**src/rtl/rvcore_insn_line_buffer_if.sv**
```systemverilog
// Request/acknowledge line port shared by the core fetch side and the memory fill side.
// The master drives req/addr and holds them until the slave pulses ack with a 128-bit line.
interface rvcore_insn_line_buffer_if #(
  parameter int ADDR_W = 32
);
  logic              req;
  logic [ADDR_W-1:0] addr;
  logic              ack;
  logic [127:0]      data;

  modport master (output req, output addr, input ack, input data);
  modport slave  (input req, input addr, output ack, output data);
endinterface

```
**src/rtl/rvcore_insn_line_buffer.sv**
```systemverilog
// Fully-associative instruction line buffer with round-robin replacement and snoop/flush coherence.
// Optional hit/miss counters are built when RVCORE_LBUF_STATS_EN is defined.
//
// state | meaning
// IDLE  | accept lookups; hits answer the next cycle
// FILL  | m_req held, waiting for the line from memory
// RESP  | returning the filled line to the core
module rvcore_insn_line_buffer #(
  parameter int ENTRIES = 4,
  parameter int ADDR_W  = 32
) (
  input  logic                     CLK,
  input  logic                     RST_X,
  rvcore_insn_line_buffer_if.slave  core,
  rvcore_insn_line_buffer_if.master mem,
  input  logic                     inv_valid,
  input  logic [ADDR_W-1:0]        inv_addr,
  input  logic                     flush
`ifdef RVCORE_LBUF_STATS_EN
  ,
  output logic [31:0]              hit_cnt,
  output logic [31:0]              miss_cnt
`endif
);

  localparam int RR_W  = $clog2(ENTRIES);
  localparam int TAG_W = ADDR_W - 4;

  typedef enum logic [1:0] {IDLE, FILL, RESP} state_t;

  state_t              state_q, state_d;
  logic [ENTRIES-1:0]  valid_q;
  logic [TAG_W-1:0]    tag_q  [ENTRIES];
  logic [127:0]        line_q [ENTRIES];
  logic [RR_W-1:0]     rr_q;
  logic                stale_q;
  logic                ack_q;
  logic [127:0]        data_q;
  logic                mreq_q;
  logic [ADDR_W-1:0]   maddr_q;

  logic [TAG_W-1:0]    c_tag, inv_tag;
  logic                hit;
  logic [RR_W-1:0]     hit_idx;
  logic                lookup, do_hit, do_miss, fill_done, inv_fill_hit, fill_stale;

  assign c_tag   = core.addr[ADDR_W-1:4];
  assign inv_tag = inv_addr[ADDR_W-1:4];

  logic unused_low_bits;
  assign unused_low_bits = ^{core.addr[3:0], inv_addr[3:0]};

  always_comb begin
    hit     = 1'b0;
    hit_idx = '0;
    for (int i = 0; i < ENTRIES; i++) begin
      if (valid_q[i] && tag_q[i] == c_tag) begin
        hit     = 1'b1;
        hit_idx = RR_W'(i);
      end
    end
  end

  always_ff @(posedge CLK) begin
    if (!RST_X) state_q <= IDLE;
    else        state_q <= state_d;
  end

  always_comb begin
    state_d = state_q;
    case (state_q)
      IDLE:    if (do_miss) state_d = FILL;
      FILL:    if (mem.ack) state_d = RESP;
      RESP:    state_d = IDLE;
      default: state_d = IDLE;
    endcase
  end

  // ack_q blocks a second lookup while the core is still holding the request it just got answered.
  always_comb begin
    lookup       = (state_q == IDLE) && core.req && !ack_q;
    do_hit       = lookup && hit;
    do_miss      = lookup && !hit;
    fill_done    = (state_q == FILL) && mem.ack;
    inv_fill_hit = inv_valid && (inv_tag == maddr_q[ADDR_W-1:4]);
    fill_stale   = stale_q || flush || inv_fill_hit;
  end

  always_ff @(posedge CLK) begin
    if (!RST_X) begin
      ack_q   <= 1'b0;
      data_q  <= '0;
      mreq_q  <= 1'b0;
      maddr_q <= '0;
      stale_q <= 1'b0;
      rr_q    <= '0;
      valid_q <= '0;
    end else begin
      ack_q  <= do_hit || fill_done;
      mreq_q <= (state_d == FILL);
      if (do_hit)         data_q <= line_q[hit_idx];
      else if (fill_done) data_q <= mem.data;
      if (do_miss) begin
        maddr_q <= {c_tag, 4'b0};
        stale_q <= 1'b0;
      end else if (state_q == FILL && (flush || inv_fill_hit)) begin
        stale_q <= 1'b1;
      end
      for (int i = 0; i < ENTRIES; i++) begin
        if (flush || (inv_valid && tag_q[i] == inv_tag)) valid_q[i] <= 1'b0;
      end
      // A fill raced by a snoop still evicts its victim but is never installed.
      if (fill_done) begin
        valid_q[rr_q] <= !fill_stale;
        rr_q          <= rr_q + RR_W'(1);
      end
    end
  end

  always_ff @(posedge CLK) begin
    if (RST_X && fill_done) begin
      tag_q[rr_q]  <= maddr_q[ADDR_W-1:4];
      line_q[rr_q] <= mem.data;
    end
  end

  assign core.ack  = ack_q;
  assign core.data = data_q;
  assign mem.req   = mreq_q;
  assign mem.addr  = maddr_q;

`ifdef RVCORE_LBUF_STATS_EN
  always_ff @(posedge CLK) begin
    if (!RST_X) begin
      hit_cnt  <= '0;
      miss_cnt <= '0;
    end else begin
      if (do_hit && hit_cnt != 32'hFFFF_FFFF)   hit_cnt  <= hit_cnt + 32'd1;
      if (do_miss && miss_cnt != 32'hFFFF_FFFF) miss_cnt <= miss_cnt + 32'd1;
    end
  end
`endif

endmodule

```
**src/flat_wrapper.sv**
```systemverilog
// flat-port wrapper written by rule: the top's interface ports become plain ports
module rvcore_insn_line_buffer_flat 
#(
  parameter int ENTRIES = 4,
  parameter int ADDR_W  = 32
)
  (CLK, RST_X, inv_valid, inv_addr, flush, core_req, core_addr, core_ack, core_data, mem_req, mem_addr, mem_ack, mem_data);
  rvcore_insn_line_buffer_if #(.ADDR_W(ADDR_W)) core_i ();
  rvcore_insn_line_buffer_if #(.ADDR_W(ADDR_W)) mem_i ();
  input  logic CLK;
  input  logic RST_X;
  input  logic inv_valid;
  input  logic [ADDR_W-1:0] inv_addr;
  input  logic flush;
  input wire logic [$bits(core_i.req)-1:0] core_req;
  input wire logic [$bits(core_i.addr)-1:0] core_addr;
  output wire logic [$bits(core_i.ack)-1:0] core_ack;
  output wire logic [$bits(core_i.data)-1:0] core_data;
  output wire logic [$bits(mem_i.req)-1:0] mem_req;
  output wire logic [$bits(mem_i.addr)-1:0] mem_addr;
  input wire logic [$bits(mem_i.ack)-1:0] mem_ack;
  input wire logic [$bits(mem_i.data)-1:0] mem_data;
  assign core_i.req = core_req;
  assign core_i.addr = core_addr;
  assign core_ack = core_i.ack;
  assign core_data = core_i.data;
  assign mem_req = mem_i.req;
  assign mem_addr = mem_i.addr;
  assign mem_i.ack = mem_ack;
  assign mem_i.data = mem_data;
  rvcore_insn_line_buffer #(.ENTRIES(ENTRIES), .ADDR_W(ADDR_W)) u_core (.CLK(CLK), .RST_X(RST_X), .core(core_i), .mem(mem_i), .inv_valid(inv_valid), .inv_addr(inv_addr), .flush(flush));
endmodule
```
**config.mk**
```make
export PLATFORM = sky130hd
export DESIGN_NAME = rvcore_insn_line_buffer_flat
export DESIGN_NICKNAME = d
export VERILOG_FILES = /design/src/rtl/rvcore_insn_line_buffer_if.sv /design/src/rtl/rvcore_insn_line_buffer.sv /design/src/flat_wrapper.sv
export SDC_FILE = /design/constraint.sdc
export NUM_CORES = 1
export LEC_CHECK = 0
export ABC_CLOCK_PERIOD_IN_PS = 6200
export CORE_MARGIN = 5
export CORE_UTILIZATION = 50
export DETAILED_ROUTE_END_ITERATION = 16
export PLACE_DENSITY = 0.72
export RECOVER_POWER = 25
export SETUP_SLACK_MARGIN = 0.5
export SLEW_MARGIN = 20
export SYNTH_ARGS = -nofsm -noshare
export SYNTH_HDL_FRONTEND = slang
export SYNTH_SLANG_ARGS = --single-unit
```
**constraint.sdc**
```tcl
create_clock -name CLK -period 6.2 [get_ports CLK]
set_input_delay 1.24 -clock CLK [delete_from_list [all_inputs] [get_ports CLK]]
set_output_delay 1.24 -clock CLK [all_outputs]
set_load 0.01 [all_outputs]
```
* Word level (Yosys, flattened, before mapping) *
Memory sizes are Yosys's and may differ from the RTL's.
Cells that the tools add are included.

cells by class
  add/subtract/negate cells = 1
  equal/unequal tests = 11
  multiplexer cells = 26
  div/mod/pow operators = 0
  bitwise operators = 1
  $mul = 0
  $lt $le $gt $ge = 2
  reduce and logical (&&, ||, !) cells = 31
  shift operators = 0

operators with widths
  kind                 number
  $mux 128             2
  $eq 28x28->1         9
  $logic_and 1x1->1    17
  $mux 1               16
  $logic_or 1x1->1     8
  $mux 2               4
  $bwmux 4             1
  $eq 2x1->1 const B   2
  $mux 4               1
  $pmux 2 s2           1
  $logic_not 1->1      3
  $lt 2x3->1 const B   1
  $add 2x1->2 const B  1
  $demux 1 s2          1
  $ge 2x1->1 const B   1
  $logic_not 2->1      1
  $reduce_bool 2->1    1
  $reduce_or 2->1      1
  $not 1->1            1

storage, ports and cells
  memory bits (read-only) = 0
  latch bits = 0
  memories = 2
  output and inout port bits = 162
  logic and storage cells = 82
  bits in writable memories = 624
  bits in registers = 167

memories
  name           words  bits a word  rd ports  clocked after memory_dff  write ports  RTL line                       RTL
  u_core.line_q  4      128          1         0                         1            rvcore_insn_line_buffer.sv:34  logic [127:0] line_q [ENTRIES];
  u_core.tag_q   4      28           4         0                         1            rvcore_insn_line_buffer.sv:33  logic [TAG_W-1:0] tag_q [ENTRIES];

* Depth between registers and ports, before layout *
An unclocked memory read counts as a cell.

  depth in word-level cells = 12
  depth in mapped cells = 11
  depth with buffers taken out = 7

* Worst setup path after synthesis *
OpenSTA, ideal clock, no wires.

  path type = input-to-reg
  start = input RST_X
  end = memory u_core.line_q[0][0], enable pin
  stages = 2
  setup time = 0.535 ns
  path slack = 0.628 ns
  data required time = 5.665 ns
  buffers on the path = 0
  arrival = 5.037 ns
  path through = and3_1 > and2_1

on the way
  word-level cells in the longest chain between the ends = 3

RTL lines
  element                       RTL line                        RTL
  start, declared               flat_wrapper.sv:11              input logic RST_X;
  $logic_and 1x1->1             rvcore_insn_line_buffer.sv:121  if (RST_X && fill_done) begin
  $mux 1                        rvcore_insn_line_buffer.sv:121
  $mux 1 (not written as such)  rvcore_insn_line_buffer.sv:123  line_q[rr_q] <= mem.data;
  end, declared                 rvcore_insn_line_buffer.sv:34

No other way between the ends.

* Worst setup path after layout *
  start = input core_addr[23]
  end = register u_core.data_q[75], in the netlist u_core.core.data[75]

on the way
  word-level cells in the longest chain between the ends = 8
  elaborated cells between the ends (all ways) = 19
  classes of those cells = eq/ne: 4; mux: 8; reduce/logical: 6; memory: 1

RTL lines
  element                                                                RTL line                        RTL
  start, declared                                                        flat_wrapper.sv:16              input wire logic [$bits(core_i.addr)-1:0] core_addr;
  parallel branches: the longest is 8 deep, another holds $mem_v2 4x128  -
  end signal, assigned                                                   rvcore_insn_line_buffer.sv:101  if (do_hit) data_q <= line_q[hit_idx];
  end signal, assigned                                                   rvcore_insn_line_buffer.sv:102  else if (fill_done) data_q <= mem.data;
  end, declared                                                          rvcore_insn_line_buffer.sv:38   logic [127:0] data_q;

Several ways; the timed one is not identified.
A chain may end at the register's enable or synchronous reset.

==> run summary <==
clock buffer count from CTS - 83
max-slew violation count - 0
final hold violations - 0
post-CTS setup buffer count - 0
width of the chip - 266.2 um
global-route wire length before repair - 138300 um
CTS sink count - 791
Relative slew margins - 14.68%
Worst EP arrival - 5.02 ns
overall routed net length - 92900 um
nets@finish - 3087
vias - 21910
measured slew at the worst slew-check pin - 1.280 ns
yosys warns - 0
initial antenna violation count - 24
Finish-stage setup viols - 0
worst vdd ir - 212.4 uV
largest family of logic cells by synthesized area - compound AO/OA/AOI/OAI gates
Via density - 5.714
hold_ws - 0.5256 ns
I/O Pins - 360
P per Cell Area - 290.6 nW/um2
Layout Skew - 0.01996 ns
die area - 70860 um2
DRC errors left - 0
cell count after synthesis - 2630
Hold Path Class - flop to flop
top post-synthesis cells by area - edfxtp_1, dfxtp_1, mux2i_1
initial core utilization - 50.19%
Leak - 14.66 nW
synthesis-to-layout area growth - 20.65%
Congestion Overflow GR - 0
Mapped Area - 32820 um2
Req. time, crit path - 6.69 ns
min Tclk post-route - 4.530 ns
post-synthesis adder-cell area fraction - 0.1525%
drt pass-1 iters - 6
HPWL Detailed - 56320 um
fmax - 220.8 MHz
XOR/XNOR Fraction of Synth Area - 6.725%
Starting DRT DRC Count - 1976
routability cong. - 0.9085
Max Cap Viol - 0
cts hold-fix bufs - 0
placed cell areas - 36910 um2
# rows - 94
vias in the first global route - 22030
Sum Neg Setup Slack - 0 ns
post-synth top area share - 57.09%
critical path type - primary input to flop
compound-gate portion of the synthesized area - 9.661%
CP Launch Type - primary input
Post-synth top flop - edfxtp_1
mux cell area share after synthesis - 4.758%
period utilization - 73.06%
H-tree levels - 3
Max FO, Critical Path - 157
async set-or-reset flop fraction in the synthesized netlist - 0%
top cells by count, synth - edfxtp_1, nor2_1, o21ai_0, nand2_1, xnor2_1
CTS tree - built
outcome - finished, final reports clean
reg2reg start - u_core.tag_q[3][6]
Die Span Y - 266.2 um
#FFs+latches synth - 791
Synth area leader - edfxtp_1
syn_area_per_cell - 12.48 um2
maximum clock path buffer count - 3
Netlist cell types - 36
Post-synth EDFFs - 624
Root Buffer - clkbuf_16
port bufs - 347
Worst Setup SP - core_addr[23]
cell with the most instances after synthesis - edfxtp_1
core area - 65390 um2
hold wc startpoint - u_core.rr_q[1]
Pwr Total - 11.51 mW
cts repair resizes - 0
drt wl/cell - 24.23 um
simple-gate area share of the yosys netlist - 8.582%
Worst-path clk slew - 0.06 ns
sequential-to-total area share from yosys stat - 67.28%
utilization after layout - 60.55%
post-route cell area - 39600 um2
layout cells sized above 1 - 5.785%
GRT Total Usage - 25.45%
worst-skew pair later-pin latency - 0.63 ns
unrepaired setup endpoints after global routing - false
Routed Antenna Nets - 0
largest net degree at the start of global routing - 158
Setup crit end kind - flop
==> state kept, by name, indices dropped and copies added (netlist names) <==
| name | count |
|---|---|
| u_core.mem.addr | 28 |
| u_core.rr_q | 2 |
| u_core.stale_q | 1 |
| u_core.core.data | 128 |
| u_core.valid_q | 4 |
| u_core.line_q | 512 |
| u_core.state_q | 2 |
| u_core.core.ack | 1 |
| u_core.mem.req | 1 |
| u_core.tag_q | 112 |
==> per-stage QoR <==
stage | instances | worst slack [ns]
6_report | 3834 | 1.670
5_1_grt | 3829 | 1.583
4_1_cts | 3820 | 1.824
3_5_place_dp | 3664 | 1.172
3_3_place_gp | 3664 | 1.248
2_1_floorplan | 2633 | 0.6276
==> per-layer routing <==
metal	vias up	global-route usage, %	wire [um]
li1	9949	-	-
met1	10930	35.04	38590
met2	873	41.56	44870
met3	148	4.682	6907
met4	14	7.945	2434
met5	-	0	90
==> logic make-up after synthesis <==
| group | count (synthesis) |
|---|---|
| DFF | 791 |
| and+or+nand+nor | 683 |
| AOI/OAI and AO/OA | 529 |
| xor gates and xnor gates | 252 |
| buffers and inverters | 214 |
| muxes | 156 |
| adders and majority gates | 4 |
| other | 1 |
==> power breakdown <==
part / total [mW] / switching, mW / internal [mW]
Combinational: 0.802 / 0.437 / 0.365
Clock: 4.80 / 2.06 / 2.74
Sequential: 5.90 / 0.0844 / 5.82
==> path summary, 6_finish.rpt <==
| check | end | slack [ns] | depth (start not counted) |
|---|---|---|---|
| hold reg to reg | u_core.rr_q[1] | 0.53 | 2 |
| setup / recovery | u_core.core.data[75] | 1.67 | 9 |
| hold / removal | u_core.rr_q[1] | 0.53 | 2 |
| setup reg to reg | u_core.core.data[37] | 2.67 | 9 |
==> critical path, cell delays in order <==
cell and delay (ns):
clkdlybuf4s50_1 0.72, xor2_1 0.31, nor4_1 0.67, nand4_1 0.36
buf_12 0.34, buf_4 0.56, o21ai_0 0.34, a21o_1 0.13
a31oi_1 0.09
==> placed cells by master, fill, tap and decap left out, types with 3 or more instances in the layout <==
cell and instances:
edfxtp_1 624, nor2_1 384, clkdlybuf4s50_1 274, o21ai_0 257, nand2_1 195, xnor2_1 171
dfxtp_1 167, mux2i_1 156, a21o_1 128, a31oi_1 128, clkbuf_16 83, xor2_1 81
dlygate4sd3_1 72, nand4_1 44, clkbuf_1 28, nor4_1 27, buf_4 19, clkinv_2 15
diode_2 14, buf_12 13, clkbuf_8 12, nand3_1 9, nor3_1 6, and2_4 5
a21oi_1 5, clkinvlp_4 5, a22o_1 4, ha_1 4, conb_1 4, inv_6 4
inv_1 3, nor2b_1 3, o21a_1 3, clkinv_1 3
==> final cells by class <==
class / count / area [um2]
fill: 5101 / 25800
sequential: 791 / 22080
multi-input combinational: 1628 / 9869
timing repair buffer: 378 / 3866
clock buffer: 123 / 2347
tap: 864 / 1081
clock inverter: 33 / 305.3
antenna: 14 / 35.03
inverter: 3 / 11.26
Note: power is estimated with default switching activity, not from simulation.
